$ cat src/rtl/elevator_ctrl.sv
// elevator_ctrl: single-car SCAN elevator controller with latched car/hall calls and timed travel/dwell
module elevator_ctrl #(
    parameter int NUM_FLOORS    = 5,
    parameter int TRAVEL_CYCLES = 13000000,
    parameter int DWELL_CYCLES  = 13000000,
    parameter int RESET_FLOOR   = 0,
    localparam int FW = $clog2(NUM_FLOORS)
) (
    input  logic                  clk,
    input  logic                  rst_n,
    input  logic                  car_req_valid,
    input  logic [FW-1:0]         car_req_floor,
    input  logic                  hall_req_valid,
    input  logic [FW-1:0]         hall_req_floor,
    input  logic                  hall_req_up,
    output logic [FW-1:0]         floor,
    output logic [1:0]            dir,
    output logic                  door_open,
    output logic [NUM_FLOORS-1:0] car_pending,
    output logic [NUM_FLOORS-1:0] hall_up_pending,
    output logic [NUM_FLOORS-1:0] hall_dn_pending,
    output logic                  req_err
);
    localparam int TW = TRAVEL_CYCLES > 1 ? $clog2(TRAVEL_CYCLES) : 1;
    localparam int DW = DWELL_CYCLES > 1 ? $clog2(DWELL_CYCLES) : 1;
    localparam logic [TW-1:0] TLOAD = TW'(TRAVEL_CYCLES - 1);
    localparam logic [DW-1:0] DLOAD = DW'(DWELL_CYCLES - 1);
    localparam logic [FW:0] NMAX = (FW+1)'(NUM_FLOORS);
    localparam logic [FW-1:0] TOP = FW'(NUM_FLOORS - 1);
    localparam logic [NUM_FLOORS-1:0] ONE = NUM_FLOORS'(1);
    localparam logic [1:0] D_IDLE = 2'b00, D_UP = 2'b01, D_DN = 2'b10;

    typedef enum logic [1:0] {IDLE, MOVE_UP, MOVE_DOWN, DOOR} state_t;

    state_t state_q, state_d;
    logic [FW-1:0] floor_q, floor_d, nf;
    logic [1:0] dir_q, dir_d, door_dir;
    logic [TW-1:0] tcnt_q, tcnt_d;
    logic [DW-1:0] dcnt_q, dcnt_d;
    logic [NUM_FLOORS-1:0] car_q, car_d, up_q, up_d, dn_q, dn_d, all, car_set, up_set, dn_set;
    logic [NUM_FLOORS-1:0] clr_car, clr_up, clr_dn;
    logic last_up_q, last_up_d, arr_stop_q, arr_stop_d, arr_halt_q, arr_halt_d, req_err_q, req_err_d;
    logic hi, lo, here, up_dir, dn_dir, ahead, behind, opp, mu, ahead_nf, stop_nf, halt_nf;
    logic car_bad, hall_bad, car_ok, hall_ok, car_here, hall_here, door_hit;
    logic go_door, go_up, go_dn, go_idle;

    function automatic logic any_above(input logic [NUM_FLOORS-1:0] v, input logic [FW-1:0] f);
        logic r;
        r = 1'b0;
        for (int i = 0; i < NUM_FLOORS; i++) if (i > int'(f)) r |= v[i];
        return r;
    endfunction

    function automatic logic any_below(input logic [NUM_FLOORS-1:0] v, input logic [FW-1:0] f);
        logic r;
        r = 1'b0;
        for (int i = 0; i < NUM_FLOORS; i++) if (i < int'(f)) r |= v[i];
        return r;
    endfunction

    assign all    = car_q | up_q | dn_q;
    assign hi     = any_above(all, floor_q);
    assign lo     = any_below(all, floor_q);
    assign here   = all[floor_q];
    assign up_dir = dir_q == D_UP;
    assign dn_dir = dir_q == D_DN;
    assign ahead  = up_dir ? hi : (dn_dir ? lo : 1'b0);
    assign behind = up_dir ? lo : (dn_dir ? hi : 1'b0);
    assign opp    = dir_q == D_IDLE || !ahead;
    assign door_dir = (opp && behind) ? (up_dir ? D_DN : D_UP) : dir_q;

    // arrival decision for the floor the car is about to step onto
    assign mu       = state_q == MOVE_UP;
    assign nf       = mu ? floor_q + FW'(1) : floor_q - FW'(1);
    assign ahead_nf = mu ? any_above(all, nf) : any_below(all, nf);
    assign stop_nf  = car_q[nf] || (mu ? up_q[nf] : dn_q[nf]) || (!ahead_nf && all[nf]);
    assign halt_nf  = (mu ? nf == TOP : nf == '0) || !ahead_nf;

    assign car_bad   = {1'b0, car_req_floor} >= NMAX;
    assign hall_bad  = {1'b0, hall_req_floor} >= NMAX || (hall_req_up && hall_req_floor == TOP)
                    || (!hall_req_up && hall_req_floor == '0);
    assign car_ok    = car_req_valid && !car_bad;
    assign hall_ok   = hall_req_valid && !hall_bad;
    assign car_here  = car_ok && state_q == DOOR && car_req_floor == floor_q;
    assign hall_here = hall_ok && state_q == DOOR && hall_req_floor == floor_q
                    && (dir_q == D_IDLE || (hall_req_up ? up_dir : dn_dir));
    assign door_hit  = car_here || hall_here;
    assign car_set   = (car_ok && !car_here) ? ONE << car_req_floor : '0;
    assign up_set    = (hall_ok && !hall_here && hall_req_up) ? ONE << hall_req_floor : '0;
    assign dn_set    = (hall_ok && !hall_here && !hall_req_up) ? ONE << hall_req_floor : '0;
    assign req_err_d = (car_req_valid && car_bad) || (hall_req_valid && hall_bad);

    always_comb begin
        state_d = state_q;
        floor_d = floor_q;
        dir_d = dir_q;
        tcnt_d = tcnt_q;
        dcnt_d = dcnt_q;
        arr_stop_d = 1'b0;
        arr_halt_d = 1'b0;
        go_door = 1'b0;
        go_up = 1'b0;
        go_dn = 1'b0;
        go_idle = 1'b0;
        case (state_q)
            IDLE: begin
                go_door = here;
                go_up = !here && hi && (last_up_q || !lo);
                go_dn = !here && !go_up && lo;
            end
            MOVE_UP, MOVE_DOWN: begin
                go_door = arr_stop_q;
                go_idle = !arr_stop_q && arr_halt_q;
                if (!arr_stop_q && !arr_halt_q) begin
                    if (tcnt_q == '0) begin
                        floor_d = nf;
                        tcnt_d = TLOAD;
                        arr_stop_d = stop_nf;
                        arr_halt_d = halt_nf;
                    end else tcnt_d = tcnt_q - TW'(1);
                end
            end
            default: begin
                if (door_hit) dcnt_d = DLOAD;
                else if (dcnt_q != '0) dcnt_d = dcnt_q - DW'(1);
                else begin
                    go_up = (up_dir && hi) || (dn_dir && !lo && hi);
                    go_dn = (dn_dir && lo) || (up_dir && !hi && lo);
                    go_idle = !go_up && !go_dn;
                end
            end
        endcase
        if (go_door) begin
            state_d = DOOR;
            dcnt_d = DLOAD;
            dir_d = door_dir;
        end
        if (go_up || go_dn) begin
            state_d = go_up ? MOVE_UP : MOVE_DOWN;
            dir_d = go_up ? D_UP : D_DN;
            tcnt_d = TLOAD;
        end
        if (go_idle) begin
            state_d = IDLE;
            dir_d = D_IDLE;
        end
        last_up_d = dir_d == D_UP ? 1'b1 : (dir_d == D_DN ? 1'b0 : last_up_q);
        clr_car = go_door ? ONE << floor_q : '0;
        clr_up = (go_door && (up_dir || opp)) ? ONE << floor_q : '0;
        clr_dn = (go_door && (dn_dir || opp)) ? ONE << floor_q : '0;
        car_d = (car_q & ~clr_car) | car_set;
        up_d = (up_q & ~clr_up) | up_set;
        dn_d = (dn_q & ~clr_dn) | dn_set;
    end

    always_ff @(posedge clk or negedge rst_n) begin
        if (!rst_n) begin
            state_q <= IDLE;
            floor_q <= FW'(RESET_FLOOR);
            dir_q <= D_IDLE;
            tcnt_q <= '0;
            dcnt_q <= '0;
            car_q <= '0;
            up_q <= '0;
            dn_q <= '0;
            last_up_q <= 1'b1;
            arr_stop_q <= 1'b0;
            arr_halt_q <= 1'b0;
            req_err_q <= 1'b0;
        end else begin
            state_q <= state_d;
            floor_q <= floor_d;
            dir_q <= dir_d;
            tcnt_q <= tcnt_d;
            dcnt_q <= dcnt_d;
            car_q <= car_d;
            up_q <= up_d;
            dn_q <= dn_d;
            last_up_q <= last_up_d;
            arr_stop_q <= arr_stop_d;
            arr_halt_q <= arr_halt_d;
            req_err_q <= req_err_d;
        end
    end

    assign floor = floor_q;
    assign dir = dir_q;
    assign door_open = state_q == DOOR;
    assign car_pending = car_q;
    assign hall_up_pending = up_q;
    assign hall_dn_pending = dn_q;
    assign req_err = req_err_q;
endmodule

$ cat config.mk
export PLATFORM = sky130hd
export DESIGN_NAME = elevator_ctrl
export DESIGN_NICKNAME = d
export VERILOG_FILES = /design/src/rtl/elevator_ctrl.sv
export SDC_FILE = /design/constraint.sdc
export NUM_CORES = 1
export LEC_CHECK = 0
export CORE_MARGIN = 4
export CORE_UTILIZATION = 59
export CTS_CLUSTER_SIZE = 24
export DETAILED_ROUTE_END_ITERATION = 10
export PLACE_DENSITY_LB_ADDON = 0.2
export REMOVE_ABC_BUFFERS = 1
export SLEW_MARGIN = 20
export SYNTH_ARGS = -nofsm -noshare
export SYNTH_HDL_FRONTEND = slang
export SYNTH_SLANG_ARGS = --single-unit
export TNS_END_PERCENT = 30
$ cat constraint.sdc
create_clock -name clk -period 3.55 [get_ports clk]
set_input_delay 0.8875 -clock clk [delete_from_list [all_inputs] [get_ports clk]]
set_output_delay 0.8875 -clock clk [all_outputs]
set_load 0.1 [all_outputs]
Yosys cells after proc, flatten, opt, wreduce, memory -nomap -nowiden. Cells that the tools add are included. W data, S select, Z words.

Order comparisons: 22. Shifts and indexed selects: 3. Equal/unequal tests: 12. Reductions and logical operators: 78. Bitwise operators: 25. Mux-type cells: 78. $add $sub $neg: 4.

Operators by type and width (count): $mux W24 (8); $sub A24 B1 Y24 const B (2); $mux W1 (45); $logic_and A1 B1 Y1 (32); $mux W5 (6); $or A5 B5 Y5 (5); $logic_not A24 Y1 (1); $reduce_bool A24 Y1 (1); $mux W2 (9); $and A5 B5 Y5 (3); $bmux W1 S3 (5); $logic_not A1 Y1 (15); $logic_or A1 B1 Y1 (15); $not A5 Y5 (3); $shl A1 B3 Y5 const A (3); $or A1 B1 Y1 (14); $gt A2 B3 Y1 const A (4); $lt A1 B3 Y1 const A (4); $lt A2 B3 Y1 const A (4); $eq A2 B2 Y1 const B (4); $lt A3 B4 Y1 const B (2); $pmux W1 S2 (4); $eq A2 B1 Y1 const B (3); $eq A3 B3 Y1 (2); 17 further kinds (28).

Register bits: 74.

Logic depth before layout (Yosys ltp).
Depth after elaboration: 24. Gate-level depth with buffers: 13. Gate-level depth less buffers: 11.

Worst setup path before layout. Ideal clock, no wire load.

Path type: flip-flop to flip-flop. From: reg floor_q[0] (netlist: floor[0]). To: reg last_up_q. Clock period less this slack: 3.778 ns. Setup slack: -0.228 ns. Arrival: 3.696 ns. Setup time: 0.082 ns. Path buffers: 2. Stages on the path, launching flop included: 14. Path through: dfrtp_1 > buf_2 > inv_1 > ha_1 > or3_1 > a21oi_1 > a221oi_1 > o211ai_1 > a21oi_1 > buf_2 > nor2_1 > o31a_1 > ha_1 > mux2_2.

Longest elaborated chain between the ends: 22. Elaborated cells between the ends (all ways): 80. Those cells by class: order compare: 9; eq/ne: 4; mux: 31; bitwise: 7; reduce/logical: 29.

RTL lines: from (decl) (line 36) `logic [FW-1:0] floor_q, floor_d, nf;`; from (signal assigned) (line 159) `floor_q <= FW'(RESET_FLOOR);`; from (signal assigned) (line 172) `floor_q <= floor_d;`; $lt A1 B3 Y1 (line 57) `for (int i = 0; i < NUM_FLOORS; i++) if (i < int'(f)) r |= v[i];`; $mux W1 (line 57); $or A1 B1 Y1 (line 57); $mux W1 (line 57); $or A1 B1 Y1 (line 57); $mux W1 (line 57); $or A1 B1 Y1 (line 57); $mux W1 (line 57); (+7 left out); $mux W1, or another cell as far along (line 124) `if (door_hit) dcnt_d = DLOAD;`; $pmux W1 S2 or $mux W1 (tied branches) (line 105, 125); $mux W2, or another cell as far along (line 140) `dir_d = go_up ? D_UP : D_DN;`; $mux W2 or $pmux W1 S2 (tied branches) (line 138, 105); $mux W2 * (line 143) `if (go_idle) begin`; net dir_d[0] (line 37) `logic [1:0] dir_q, dir_d, door_dir;`; $eq A2 B1 Y1 or $eq A2 B2 Y1 (tied branches) (line 147) `last_up_d = dir_d == D_UP ? 1'b1 : (dir_d == D_DN ? 1'b0 : last_up_q);`; $mux W1 or $reduce_bool A2 Y1 (tied branches); to (signal assigned) (line 179) `last_up_q <= last_up_d;`; to (decl) (line 42) `logic last_up_q, last_up_d, arr_stop_q, arr_stop_d, arr_halt_q, arr_halt_d, req_err_q, req_err_d;`.

The timed path passes the listed nets; every way through them passes the cells marked *. The select of a mux whose other input is x is not followed. A chain may end at the register's enable or synchronous reset.

Worst setup path in the final report.
From: in hall_req_up. To: reg last_up_q.

Longest elaborated chain between the ends: 16. Elaborated cells between the ends (all ways): 27. Those cells by class: eq/ne: 2; mux: 11; reduce/logical: 14.

RTL lines: from (decl) (line 15) `input logic hall_req_up,`; $logic_and A1 B1 Y1 or $logic_not A1 Y1 (tied branches) (line 80, 81); $logic_or A1 B1 Y1 or $logic_and A1 B1 Y1 (tied branches) (line 80, 81); $logic_or A1 B1 Y1 (line 81) `|| (!hall_req_up && hall_req_floor == '0);`; $logic_not A1 Y1 (line 83) `assign hall_ok = hall_req_valid && !hall_bad;`; $logic_and A1 B1 Y1 (line 83); $logic_and A1 B1 Y1 (2 in series) (line 85) `assign hall_here = hall_ok && state_q == DOOR && hall_req_floor == floor_q`; $logic_and A1 B1 Y1 * (line 86) `&& (dir_q == D_IDLE || (hall_req_up ? up_dir : dn_dir));`; $logic_or A1 B1 Y1 * (line 87) `assign door_hit = car_here || hall_here;`; $mux W1 (line 124); $pmux W1 S2 (line 105) `case (state_q)`; $mux W2 or $logic_or A1 B1 Y1 (tied branches) (line 140, 138); $mux W2 (line 138) `if (go_up || go_dn) begin`; $mux W2 * (line 143); net dir_d[0] (line 37); $eq A2 B1 Y1 or $eq A2 B2 Y1 (tied branches) (line 147); $mux W1 or $reduce_bool A2 Y1 (tied branches).

The timed path passes the listed nets; every way through them passes the cells marked *.

==> results.sh <==
export IMPL_status="completed"
export IMPL_die_w_um=97.4
export IMPL_fin_util_pct=69.6
export IMPL_start_util_pct=61.0
export IMPL_portBuffers=32
export IMPL_startpoint_type="input port"
export IMPL_hold_buffers=0
export IMPL_pin_count=33
export IMPL_vias_per_cell=6.24
export IMPL_period_share_pct=90.1
export IMPL_arrival_ns=3.47
export IMPL_whs_endpoint="tcnt_q[11]"
export IMPL_drive_gt1_share_pct=17.3
export IMPL_antenna_left=0
export IMPL_worst_path_buf_inv=1
export IMPL_h_tree_depth=3
export IMPL_hold_path_class="flip-flop to flip-flop"
export IMPL_final_cells=651
export IMPL_cts_buffers=9
export IMPL_antenna_found_initial=0
export IMPL_synth_avg_cell_area_um2=9.42
export IMPL_grt_max_degree=75
export IMPL_min_period_ns=3.20
export IMPL_post_cts_setup_buffers=0
export IMPL_path_delay_family="simple AND/OR/NAND/NOR gates"
export IMPL_gp_congestion=0.922
export IMPL_postSynthCellCount=500
export IMPL_synth_area_mm2=0.00471
export IMPL_maxCapViolCount=0
export IMPL_core_area_mm2=0.00773
export IMPL_use_met3_pct=4.24
export IMPL_required_ns=3.83
export IMPL_end_kind="flip-flop"
export IMPL_tritoncts="done"
export IMPL_synth_edf_count=0
export IMPL_grtUsageMet2_pct=38.1
export IMPL_fp_dieH_um=97.4
export IMPL_r2r_end="last_up_q"
export IMPL_placed_area_mm2=0.00519
export IMPL_firstDrtPassIters=8
export IMPL_fin_ws_ns=0.352
export IMPL_crit_chain="clkdlybuf4s50_1, mux2_1, nor4_2, and4_4, or3_1, o31ai_4, o31a_1, ha_1, mux2_2"
export IMPL_path_class="input port to flip-flop"
export IMPL_setup_viol=0
export IMPL_max_slew_margin_rel_pct=37.8
export IMPL_hold_viol=0
export IMPL_grt_pass1_vias=3877
export IMPL_rrSetupSlack_ns=0.39
export IMPL_synth_cell_type_count=74
export IMPL_use_met1_pct=33.2
export IMPL_synthFlopType="dfrtp_1"
export IMPL_min_path_cells=2
export IMPL_fp_dieArea_mm2=0.00948
export IMPL_slowest_stage="clkdlybuf4s50_1"
export IMPL_yosysWarnings=0
export IMPL_async_reset_ff_share_pct=100
export IMPL_dp_hpwl_um=7870
export IMPL_grt_pass1_wl_um=18800
export IMPL_wl_per_cell_um=17.1
export IMPL_area_growth_pct=14.1
export IMPL_fmax_mhz=313
export IMPL_ir_drop_mv=0.220
export IMPL_ys_seq_elements=74
export IMPL_num_rows=32
export IMPL_diodes=0
export IMPL_cts_buffer_depth=2
export IMPL_final_nets=568
export IMPL_clk_pin_slew_ns=0.07
export IMPL_whs_ns=0.509
export IMPL_fin_area_mm2=0.00538
export IMPL_ys_seq_area_share_pct=39.3
export IMPL_rsz0062_at_grt="false"
export IMPL_top_usage_layer="met2"
export IMPL_cts_resized=0
export IMPL_drt_initial_drc_count=314
export IMPL_vias=4061
export IMPL_power_density_mw_per_mm2=361
export IMPL_r2r_start="car_pending[2]"
export IMPL_cts_sinks=74
export IMPL_crit_fanout=3
export IMPL_grt_ovfl_total=0
export IMPL_reg2regPathDepth=9
export IMPL_maxSlewViolCount=0
export IMPL_dp_slack_ns=-0.00331
export IMPL_p_leak_nw=1.97
export IMPL_clock_skew_ns=0.0157
export IMPL_clk_latency_ns=0.36
export IMPL_wirelength_um=11100
export IMPL_cts_root_buf="clkbuf_8"
export IMPL_tightest_slew_ns=0.932
export IMPL_max_stage_delay_ns=0.50
export IMPL_track_usage_pct=24.0
export IMPL_dp_cells=635
export IMPL_drc_errors=0
export IMPL_min_from="tcnt_q[11]"
## layer usage
layer / part of all wire [%] / up-vias
met5: 0 / -
met3: 6.6 / 18
met1: 44 / 1963
met2: 47 / 165
met4: 1.8 / 0
li1: - / 1915
## cell usage in the layout (no fill, tap or decap), types with 4 or more instances in the layout
cell type        synthesis  layout
xnor2_1                 36      36
buf_4                    1      46
ha_1                    13      13
inv_1                   17      17
nand2_1                 59      59
mux2_2                   4       4
nor3_1                  19      19
a21oi_1                 19      19
a2111oi_2                9       9
o31a_1                   4       4
nand3_1                 16      16
nor4_1                  14      14
a211oi_1                 7       7
dfrtp_1                 73      73
or3_1                   14      14
clkbuf_8                 0      10
nor2_1                  31      31
o21ai_0                 30      30
a31oi_1                  4       4
o41ai_1                  4       4
and2_1                   4       4
xor2_1                  14      14
clkdlybuf4s50_1          0       9
and3_1                   5       5
## how the worst max path moves through the flow
stage / start / endpoint / depth (start not counted)
floorplan: floor[0] / last_up_q / 11
global placement: hall_req_up / last_up_q / 9
detailed placement: hall_req_up / last_up_q / 9
CTS: hall_req_up / last_up_q / 9
global route: hall_req_up / last_up_q / 10
finish: hall_req_up / last_up_q / 9
## worst register-to-register path, delay by kind of cell, from the launching register on
family | cells | cell delay (ns)
simple gates | 2 | 0.58
mux | 1 | 0.32
flops | 1 | 0.46
fa+ha+maj | 1 | 0.28
compound gates | 5 | 1.46
## synthesized netlist by cell type, types with 7 or more instances
| library cell | instances | area (µm²) |
|---|---|---|
| dfrtp_1 | 73 | 1830 |
| nand2_1 | 59 | 221 |
| o21ai_0 | 30 | 150 |
| or3_1 | 14 | 87.6 |
| nor4_1 | 14 | 87.6 |
| ha_1 | 13 | 163 |
| a21oi_1 | 19 | 95.1 |
| nand3_1 | 16 | 80.1 |
| a2111oi_2 | 9 | 135 |
| inv_1 | 17 | 63.8 |
| nor3_1 | 19 | 95.1 |
| a211oi_1 | 7 | 52.6 |
| nor2_1 | 31 | 116 |
| xor2_1 | 14 | 123 |
| clkbuf_1 | 7 | 26.3 |
| buf_2 | 11 | 55.1 |
| xnor2_1 | 36 | 315 |
## power by group
part,switching (mW),internal [mW],total [mW]
Clock,0.306,0.343,0.649
Combinational,0.233,0.113,0.347
Sequential,0.0595,0.887,0.947
Total,0.599,1.34,1.94
## sequential cells by signal, summed over array words and instances (netlist names), 2 cells and up
| name | flops |
|---|---|
| tcnt_q | 24 |
| car_pending | 5 |
| hall_up_pending | 5 |
| state_q | 2 |
| dir | 2 |
| dcnt_q | 24 |
| hall_dn_pending | 5 |
| floor | 3 |
## cell type report
cell class / instances / area, µm²
multi-input combinational: 384 / 2660
fill: 601 / 2350
sequential: 74 / 1850
timing repair buffer: 57 / 475
clock buffer: 13 / 149
tap: 102 / 128
inverter: 18 / 67.6
clock inverter: 3 / 40.0
## cells by family after synthesis
kind of cell | synth area share (%)
DFF | 39.3
adders and majority gates | 3.45
xor gates and xnor gates | 9.30
AOI/OAI and AO/OA | 18.6
and+or+nand+nor | 22.4
buffers and inverters | 4.36
muxes | 2.58
## stage by stage
step           power, mW  setup TNS [ns]
4_1_cts             1.96               0
3_5_place_dp        1.31        -0.00331
5_1_grt             2.03               0
3_3_place_gp        1.30               0
6_report            1.94               0
2_1_floorplan       1.19          -14.85
Note: power is estimated with default switching activity, not from simulation.
